$ cat src/rtl/md_pkg.sv
// Operation codes and FSM state encoding shared by md_unit and its divider.
// Optional feature macro: MD_MADD_EN (multiply-accumulate/subtract opcodes).
package md_pkg;

    typedef enum logic [3:0] {
        MD_NOP   = 4'd0,
        MD_MULT  = 4'd1,
        MD_MULTU = 4'd2,
        MD_DIV   = 4'd3,
        MD_DIVU  = 4'd4,
        MD_MTHI  = 4'd5,
        MD_MTLO  = 4'd6,
        MD_MADD  = 4'd7,
        MD_MADDU = 4'd8,
        MD_MSUB  = 4'd9,
        MD_MSUBU = 4'd10
    } md_op_e;

    typedef enum logic [1:0] {
        ST_IDLE    = 2'd0,
        ST_MUL     = 2'd1,
        ST_DIV_RUN = 2'd2,
        ST_DIV_FIX = 2'd3
    } md_state_e;

    // Ops that occupy the multiplier path for MULT_LAT cycles.
    function automatic logic is_mul_op(input logic [3:0] op);
        logic r;
        case (op)
            MD_MULT, MD_MULTU: r = 1'b1;
`ifdef MD_MADD_EN
            MD_MADD, MD_MADDU, MD_MSUB, MD_MSUBU: r = 1'b1;
`endif
            default: r = 1'b0;
        endcase
        return r;
    endfunction

    function automatic logic is_signed_mul(input logic [3:0] op);
        return (op == MD_MULT) || (op == MD_MADD) || (op == MD_MSUB);
    endfunction

endpackage

$ cat src/rtl/md_divider.sv
// Iterative unsigned restoring divider: one quotient bit per cycle, WIDTH cycles.
// done is high during the cycle whose edge produces the final bit.
module md_divider #(
    parameter int WIDTH = 32
) (
    input  logic             clk,
    input  logic             reset_n,
    input  logic             start,
    input  logic             abort,
    input  logic [WIDTH-1:0] dividend,
    input  logic [WIDTH-1:0] divisor,
    output logic             done,
    output logic [WIDTH-1:0] quotient,
    output logic [WIDTH-1:0] remainder
);
    import md_pkg::*;

    localparam int CW = (WIDTH > 1) ? $clog2(WIDTH) : 1;

    logic [WIDTH-1:0] rem_q, quo_q, dvs_q;
    logic [WIDTH-1:0] rem_d, quo_d;
    logic [CW-1:0]    cnt_q;
    logic             run_q;
    logic [WIDTH:0]   trial_s;

    // Shift in the next dividend bit and keep the subtraction only if it did not borrow.
    always_comb begin
        trial_s = {rem_q, quo_q[WIDTH-1]} - {1'b0, dvs_q};
        if (!trial_s[WIDTH]) begin
            rem_d = trial_s[WIDTH-1:0];
            quo_d = {quo_q[WIDTH-2:0], 1'b1};
        end else begin
            rem_d = {rem_q[WIDTH-2:0], quo_q[WIDTH-1]};
            quo_d = {quo_q[WIDTH-2:0], 1'b0};
        end
    end

    always_ff @(posedge clk or negedge reset_n) begin
        if (!reset_n) begin
            rem_q <= '0;
            quo_q <= '0;
            dvs_q <= '0;
            cnt_q <= '0;
            run_q <= 1'b0;
        end else if (abort) begin
            run_q <= 1'b0;
        end else if (start) begin
            rem_q <= '0;
            quo_q <= dividend;
            dvs_q <= divisor;
            cnt_q <= CW'(WIDTH - 1);
            run_q <= 1'b1;
        end else if (run_q) begin
            rem_q <= rem_d;
            quo_q <= quo_d;
            cnt_q <= cnt_q - CW'(1);
            if (cnt_q == '0) begin
                run_q <= 1'b0;
            end
        end
    end

    assign done      = run_q && (cnt_q == '0);
    assign quotient  = quo_q;
    assign remainder = rem_q;

endmodule

$ cat src/rtl/md_unit.sv
// Multi-cycle multiply/divide unit with HI/LO registers, busy handshake and flush abort.
// Optional feature macro: MD_MADD_EN adds MADD/MADDU/MSUB/MSUBU accumulate ops.
module md_unit #(
    parameter int WIDTH    = 32,
    parameter int MULT_LAT = 5
) (
    input  logic             clk,
    input  logic             reset_n,
    input  logic             start,
    input  logic [3:0]       md_op,
    input  logic             flush,
    input  logic [WIDTH-1:0] A,
    input  logic [WIDTH-1:0] B,
    output logic             busy,
    output logic [WIDTH-1:0] hi,
    output logic [WIDTH-1:0] lo,
    output logic             div_zero
);
    import md_pkg::*;

    localparam int MCW = (MULT_LAT > 1) ? $clog2(MULT_LAT) : 1;

    md_state_e          state_q;
    logic [WIDTH-1:0]   a_q, b_q, hi_q, lo_q;
    logic [3:0]         op_q;
    logic [MCW-1:0]     cnt_q;
    logic               busy_q, dz_q;

    logic               accept_s, div_op_s, div_sgn_s, div_done_s, mul_sgn_s;
    logic [WIDTH-1:0]   dvd_mag_s, dvs_mag_s, quo_s, rem_s, q_fix_s, r_fix_s;
    logic [2*WIDTH-1:0] sa_s, sb_s, prod_s, mul_res_s;

    assign accept_s  = start && !busy_q && !flush;
    assign div_op_s  = (md_op == MD_DIV) || (md_op == MD_DIVU);
    assign div_sgn_s = (md_op == MD_DIV);
    assign dvd_mag_s = (div_sgn_s && A[WIDTH-1]) ? -A : A;
    assign dvs_mag_s = (div_sgn_s && B[WIDTH-1]) ? -B : B;

    md_divider #(.WIDTH(WIDTH)) u_div (
        .clk       (clk),
        .reset_n   (reset_n),
        .start     (accept_s && div_op_s),
        .abort     (flush),
        .dividend  (dvd_mag_s),
        .divisor   (dvs_mag_s),
        .done      (div_done_s),
        .quotient  (quo_s),
        .remainder (rem_s)
    );

    // Product from the latched operands; sign extension selects signed vs unsigned.
    always_comb begin
        mul_sgn_s = is_signed_mul(op_q);
        sa_s      = {{WIDTH{mul_sgn_s & a_q[WIDTH-1]}}, a_q};
        sb_s      = {{WIDTH{mul_sgn_s & b_q[WIDTH-1]}}, b_q};
        prod_s    = sa_s * sb_s;
`ifdef MD_MADD_EN
        case (op_q)
            MD_MADD, MD_MADDU: mul_res_s = {hi_q, lo_q} + prod_s;
            MD_MSUB, MD_MSUBU: mul_res_s = {hi_q, lo_q} - prod_s;
            default:           mul_res_s = prod_s;
        endcase
`else
        mul_res_s = prod_s;
`endif
    end

    // Quotient takes the XOR of operand signs; remainder follows the dividend.
    always_comb begin
        if ((op_q == MD_DIV) && (a_q[WIDTH-1] ^ b_q[WIDTH-1])) begin
            q_fix_s = -quo_s;
        end else begin
            q_fix_s = quo_s;
        end
        if ((op_q == MD_DIV) && a_q[WIDTH-1]) begin
            r_fix_s = -rem_s;
        end else begin
            r_fix_s = rem_s;
        end
    end

    always_ff @(posedge clk or negedge reset_n) begin
        if (!reset_n) begin
            state_q <= ST_IDLE;
            busy_q  <= 1'b0;
            dz_q    <= 1'b0;
            hi_q    <= '0;
            lo_q    <= '0;
            a_q     <= '0;
            b_q     <= '0;
            op_q    <= 4'd0;
            cnt_q   <= '0;
        end else begin
            dz_q <= 1'b0;
            case (state_q)
                ST_IDLE: begin
                    if (accept_s && is_mul_op(md_op)) begin
                        a_q     <= A;
                        b_q     <= B;
                        op_q    <= md_op;
                        cnt_q   <= MCW'(MULT_LAT - 1);
                        state_q <= ST_MUL;
                        busy_q  <= 1'b1;
                    end else if (accept_s && div_op_s) begin
                        a_q     <= A;
                        b_q     <= B;
                        op_q    <= md_op;
                        state_q <= ST_DIV_RUN;
                        busy_q  <= 1'b1;
                    end else if (accept_s && (md_op == MD_MTHI)) begin
                        hi_q <= A;
                    end else if (accept_s && (md_op == MD_MTLO)) begin
                        lo_q <= A;
                    end
                end
                ST_MUL: begin
                    if (flush) begin
                        state_q <= ST_IDLE;
                        busy_q  <= 1'b0;
                    end else if (cnt_q == '0) begin
                        {hi_q, lo_q} <= mul_res_s;
                        state_q      <= ST_IDLE;
                        busy_q       <= 1'b0;
                    end else begin
                        cnt_q <= cnt_q - MCW'(1);
                    end
                end
                ST_DIV_RUN: begin
                    if (flush) begin
                        state_q <= ST_IDLE;
                        busy_q  <= 1'b0;
                    end else if (div_done_s) begin
                        state_q <= ST_DIV_FIX;
                    end
                end
                ST_DIV_FIX: begin
                    state_q <= ST_IDLE;
                    busy_q  <= 1'b0;
                    if (!flush) begin
                        if (b_q == '0) begin
                            hi_q <= a_q;
                            lo_q <= '1;
                            dz_q <= 1'b1;
                        end else begin
                            hi_q <= r_fix_s;
                            lo_q <= q_fix_s;
                        end
                    end
                end
                default: begin
                    state_q <= ST_IDLE;
                    busy_q  <= 1'b0;
                end
            endcase
        end
    end

    assign busy     = busy_q;
    assign hi       = hi_q;
    assign lo       = lo_q;
    assign div_zero = dz_q;

endmodule
$ cat config.mk
export PLATFORM = sky130hd
export DESIGN_NAME = md_unit
export DESIGN_NICKNAME = d
export VERILOG_FILES = /design/src/rtl/md_pkg.sv /design/src/rtl/md_divider.sv /design/src/rtl/md_unit.sv
export SDC_FILE = /design/constraint.sdc
export NUM_CORES = 2
export LEC_CHECK = 0
export CAP_MARGIN = 40
export CORE_ASPECT_RATIO = 2
export CORE_MARGIN = 2
export CORE_UTILIZATION = 65
export CTS_CLUSTER_SIZE = 14
export DETAILED_ROUTE_END_ITERATION = 8
export GPL_TIMING_DRIVEN = 0
export PLACE_DENSITY_LB_ADDON = 0.12
export SYNTH_ARGS = -nofsm -noshare
export SYNTH_HDL_FRONTEND = slang
export SYNTH_SLANG_ARGS = --single-unit
$ cat constraint.sdc
create_clock -name clk -period 12.2 [get_ports clk]
set_clock_uncertainty 0.1 [all_clocks]
set_input_delay 2.44 -clock clk [delete_from_list [all_inputs] [get_ports clk]]
set_output_delay 2.44 -clock clk [all_outputs]
set_load 0.02 [all_outputs]
==> impl_metrics.env, run 1 <==
export IMPL_outcome="aborted with a tool error"
export IMPL_last_stage_reached="5_1_grt"
export IMPL_error="[ERROR GRT-0116] Global routing finished with congestion. Check the congestion regions in the DRC Viewer."
export IMPL_grt_use_total=0.706
export IMPL_synth_main_ff_cell="dfrtp_1"
export IMPL_synthMuxAreaShare=0.0187
export IMPL_clock_tree_root_cell="clkbuf_16"
export IMPL_grt_first_pass_wirelength_um=426000
export IMPL_syn_instance_count=6016
export IMPL_global_placer_s_final_weighted_congestion=1.12
export IMPL_clock_tree_buffer_depth=3
export IMPL_globalRouteOverflowTotal=308
export IMPL_share_of_yosys_cell_area_claimed_by_the_top_area_cell_type=0.423
export IMPL_place_detailed_hpwl_um=195000
export IMPL_synth_avg_cell_area_um2=8.85
export IMPL_initial_core_util=0.655
export IMPL_synth_seq_area_share=0.113
export IMPL_synth_top_family_by_area="adder cells"
export IMPL_synth_async_reset_ratio=1.00
export IMPL_synthesis_area_um2=53200
export IMPL_post_place_cells=7296
export IMPL_cts_repair_resized=0
export IMPL_htree_num_levels=1
export IMPL_synth_compound_area_frac=0.0859
export IMPL_yosys_area_share_adder=0.483
export IMPL_post_cts_repair_setup_buffers=0
export IMPL_cts_hold_buf=0
export IMPL_design_portCount=138
export IMPL_synthesis_yosys_warnings=0
export IMPL_synthXorXnorAreaFrac=0.0354
export IMPL_synth_seq_cells=241
export IMPL_library_cell_with_the_largest_summed_area_after_synthesis="fa_1"
export IMPL_numClockSinks=241
export IMPL_die_span_y_um=409
export IMPL_io_buffers=131
export IMPL_num_rows=148
export IMPL_vias_in_the_first_global_route=57000
export IMPL_dpl_cell_area_um2=57200
export IMPL_post_synth_num_cell_types=86
export IMPL_synth_edff_count=0
export IMPL_syn_nets=7467
export IMPL_synth_simple_gate_area_share=0.151
export IMPL_grt_max_degree=111
export IMPL_synth_area_leaders="fa_1 (42%), dfrtp_1 (11%), inv_1 (8.6%), nand2_1 (7.0%), ha_1 (5.9%)"
export IMPL_numCtsBuffers=21
export IMPL_die_width_um=206
[cells in the mapped netlist (6+ instances only)]
cell type / n
clkbuf_1: 366
o21a_1: 19
mux2_2: 59
nor2b_1: 16
ha_1: 253
mux2i_1: 33
o21bai_1: 14
a221oi_1: 14
xor2_1: 82
fa_1: 1126
or3_1: 15
o21ai_1: 8
o31ai_1: 25
a22oi_1: 12
and4_1: 7
a21o_1: 39
or2_2: 15
a31oi_1: 42
o41ai_1: 12
nor3_1: 36
a211o_1: 6
buf_2: 7
o211ai_1: 32
nand2_1: 989
nor4_1: 29
xnor2_1: 133
and2_1: 320
a211oi_1: 8
inv_1: 1213
nand4_1: 17
nor2_1: 203
nand2b_1: 14
o221ai_1: 12
and3_1: 20
a21oi_1: 207
or4_1: 9
a41oi_1: 7
o21ai_0: 228
dfrtp_1: 241
nand3_1: 32
[per-layer routing]
| layer | GRT usage | GRT overflow |
|---|---|---|
| met1 | 0.704 | 5 |
| met2 | 0.913 | 177 |
| met5 | 0.151 | 0 |
| met3 | 0.492 | 8 |
| met4 | 0.712 | 118 |
[metrics by stage]
step                      hold WS [ps]  worst slack [ps]  TNS, ps   util
after detailed placement           371               742        0  0.703
after floorplan                    350              3700        0      -
after global placement             362             -1820  -423450  0.687
after CTS                          386               666        0  0.711
[cell families after synthesis]
group	count (synthesis)
AND/OR/NAND/NOR	1755
flip-flops	241
XOR/XNOR	215
AO/OA/AOI/OAI	740
adder cells (fa/ha/maj)	1379
multiplexers	92
buffers and inverters	1594
==> run 2: changes to the inputs <==
--- a/config.mk
+++ b/config.mk
@@ -6,13 +6,11 @@
 export NUM_CORES = 2
 export LEC_CHECK = 0
 export CAP_MARGIN = 40
-export CORE_ASPECT_RATIO = 2
 export CORE_MARGIN = 2
-export CORE_UTILIZATION = 65
-export CTS_CLUSTER_SIZE = 14
+export CORE_UTILIZATION = 40
 export DETAILED_ROUTE_END_ITERATION = 8
 export GPL_TIMING_DRIVEN = 0
-export PLACE_DENSITY_LB_ADDON = 0.12
+export PLACE_DENSITY_LB_ADDON = 0.15
 export SYNTH_ARGS = -nofsm -noshare
 export SYNTH_HDL_FRONTEND = slang
 export SYNTH_SLANG_ARGS = --single-unit
==> impl_metrics.env, run 2 <==
export IMPL_synth_edff_count=0
export IMPL_numCtsBuffers=30
export IMPL_syn_nets=7467
export IMPL_num_rows=133
export IMPL_synth_compound_area_frac=0.0859
export IMPL_yosys_area_share_adder=0.483
export IMPL_die_width_um=369
export IMPL_synth_simple_gate_area_share=0.151
export IMPL_synth_async_reset_ratio=1.00
export IMPL_synth_top_family_by_area="adder cells"
export IMPL_io_buffers=131
export IMPL_routed_wirelength_um=217000
export IMPL_drt_initial_drc_count=4480
export IMPL_netlist_top_cells_count="inv_1 (1213), fa_1 (1126), nand2_1 (989)"
export IMPL_worst_path_max_delay_cell="clkbuf_1"
export IMPL_clock_tree_buffer_depth=3
export IMPL_finish_utilization=0.450
export IMPL_core_area_um2=132000
export IMPL_holdCritStartpoint="u_div.dvs_q[2]$_DFFE_PN0P_"
export IMPL_grt_max_degree=113
export IMPL_clkTransAtPathRegs_ps=70
export IMPL_layout_commonest_cell="inv_1"
export IMPL_setup_violations_final=0
export IMPL_post_cts_repair_setup_buffers=0
export IMPL_synthesis_area_um2=53200
export IMPL_timing_max_transition_violations_final=0
export IMPL_final_nets=7733
export IMPL_post_synth_top_count_cell="inv_1"
export IMPL_worst_slew_margin_rel=0.343
export IMPL_grt_setup_unrepaired="false"
export IMPL_post_route_worst_setup_slack_ps=1140
export IMPL_numClockSinks=241
export IMPL_post_route_min_period_ps=11060
export IMPL_clock_tree_from_tritoncts="done"
export IMPL_synthesis_yosys_warnings=0
export IMPL_initial_core_util=0.404
export IMPL_design_portCount=138
export IMPL_timing_hold_worst_class="flip-flop to flip-flop"
export IMPL_synth_seq_area_share=0.113
export IMPL_vias_in_the_first_global_route=45700
export IMPL_clock_latency_ps=600
export IMPL_start_to_end_type_of_the_worst_setup_path="flip-flop to flip-flop"
export IMPL_antenna_left=0
export IMPL_clock_tree_root_cell="clkbuf_16"
export IMPL_synth_area_leaders="fa_1 (42%), dfrtp_1 (11%), inv_1 (8.6%), nand2_1 (7.0%), ha_1 (5.9%)"
export IMPL_layout_cells_most_common_list="inv_1 (1213), fa_1 (1126), nand2_1 (989)"
export IMPL_syn2layout_area_growth_pct=11.3
export IMPL_place_detailed_hpwl_um=187000
export IMPL_synthXorXnorAreaFrac=0.0354
export IMPL_crit_top_cell="fa_1"
export IMPL_required_ps=12590
export IMPL_htree_num_levels=1
export IMPL_wl_per_cell_um=26.9
export IMPL_endpoint_kind="flip-flop"
export IMPL_final_min_period_over_clock_period=0.906
export IMPL_synth_avg_cell_area_um2=8.85
export IMPL_arrival_ps=11450
export IMPL_cts_hold_buf=0
export IMPL_critical_path_startpoint_type="flip-flop"
export IMPL_initial_antenna_violation_count=18
export IMPL_share_of_yosys_cell_area_claimed_by_the_top_area_cell_type=0.423
export IMPL_maxCapViolations=0
export IMPL_r2r_start="a_q[31]$_DFFE_PN0P_"
export IMPL_drtPass1Iterations=6
export IMPL_synth_main_ff_cell="dfrtp_1"
export IMPL_globalRouteOverflowTotal=0
export IMPL_synth_seq_cells=241
export IMPL_outcome="completed"
export IMPL_library_cell_with_the_largest_summed_area_after_synthesis="fa_1"
export IMPL_synthMuxAreaShare=0.0187
export IMPL_fp_dieArea_um2=136000
export IMPL_die_span_y_um=369
export IMPL_fmaxAchievable_mhz=90.4
export IMPL_max_stage_delay_ps=650
export IMPL_final_hold_violation_count=0
export IMPL_global_placer_s_final_weighted_congestion=0.985
export IMPL_critPathLaunch="a_q[31]$_DFFE_PN0P_"
export IMPL_place_ws_ps=1240
export IMPL_detail_route_drc_violations=0
export IMPL_via_count=44000
export IMPL_grt_use_total=0.324
export IMPL_syn_instance_count=6016
export IMPL_post_drt_via_cell_ratio=5.46
export IMPL_grt_first_pass_wirelength_um=319000
export IMPL_drive_gt1_frac=0.0417
export IMPL_post_synth_num_cell_types=86
export IMPL_cts_repair_resized=0
export IMPL_tightestPinTransition_ps=972
export IMPL_worst_path_max_fanout=10
run 2: cells by family (layout without fill, tap and decap cells):
| family | after synthesis | after routing |
|---|---|---|
| AO/OA/AOI/OAI | 740 | 740 |
| AND/OR/NAND/NOR | 1755 | 1755 |
| buffers and inverters | 1594 | 1884 |
| multiplexers | 92 | 92 |
| adder cells (fa/ha/maj) | 1379 | 1379 |
| flip-flops | 241 | 241 |
| XOR/XNOR | 215 | 215 |
| other | 0 | 5 |
run 2: routing by layer:
metal,global-route usage,share of wire
met5,0,0.00033
met1,0.445,0.41
met4,0.128,0.050
met3,0.0566,0.089
met2,0.509,0.45
run 2: layout make-up:
| type | count | area [um^2] |
|---|---|---|
| fillers | 13200 | 72500 |
| multi-input cells | 4181 | 41200 |
| flip-flops and latches | 241 | 6030 |
| inverters | 1214 | 4560 |
| repair buffers | 234 | 2710 |
| well taps | 1755 | 2200 |
| plain buffers | 380 | 1440 |
| clock buffers | 41 | 852 |
| clock inverters | 15 | 264 |
| diodes | 5 | 12.5 |
run 2: worst paths after layout:
| kind | end | cells past startpoint | slack [ps] |
|---|---|---|---|
| max in group asynchronous | hi[4]$_DFFE_PN0P_ | 2 | 9560 |
| min in group asynchronous | u_div.remainder[9]$_DFFE_PN0P_ | 1 | 1570 |
| worst min-delay path | u_div.dvs_q[2]$_DFFE_PN0P_ | 2 | 380 |
| worst max register to register | hi[26]$_DFFE_PN0P_ | 31 | 1140 |
| worst min register to register | u_div.dvs_q[2]$_DFFE_PN0P_ | 2 | 380 |
| worst max-delay path | hi[26]$_DFFE_PN0P_ | 31 | 1140 |
run 2: worst max-delay path, delay by kind of cell (launching register included):
family / cells / cell delay [ps]
adders and majority gates: 9 / 4240
xor gates and xnor gates: 1 / 290
DFF: 1 / 350
and+or+nand+nor: 7 / 2280
buffers and inverters: 11 / 2830
AOI/OAI and AO/OA: 3 / 810
run 2: metrics by stage:
stage	setup TNS [ps]	instances	hold WS, ps	area, um^2
final	0	8066	380	59300
after global routing	0	8061	407	59300
after CTS	0	8061	384	59300
after detailed placement	0	8005	371	58100
after global placement	-599190	7902	367	56700
after floorplan	0	6016	350	53200
Power of run 2 is not shown: default switching activity piles up to over one toggle a cycle in this logic, so the estimate is an artifact.
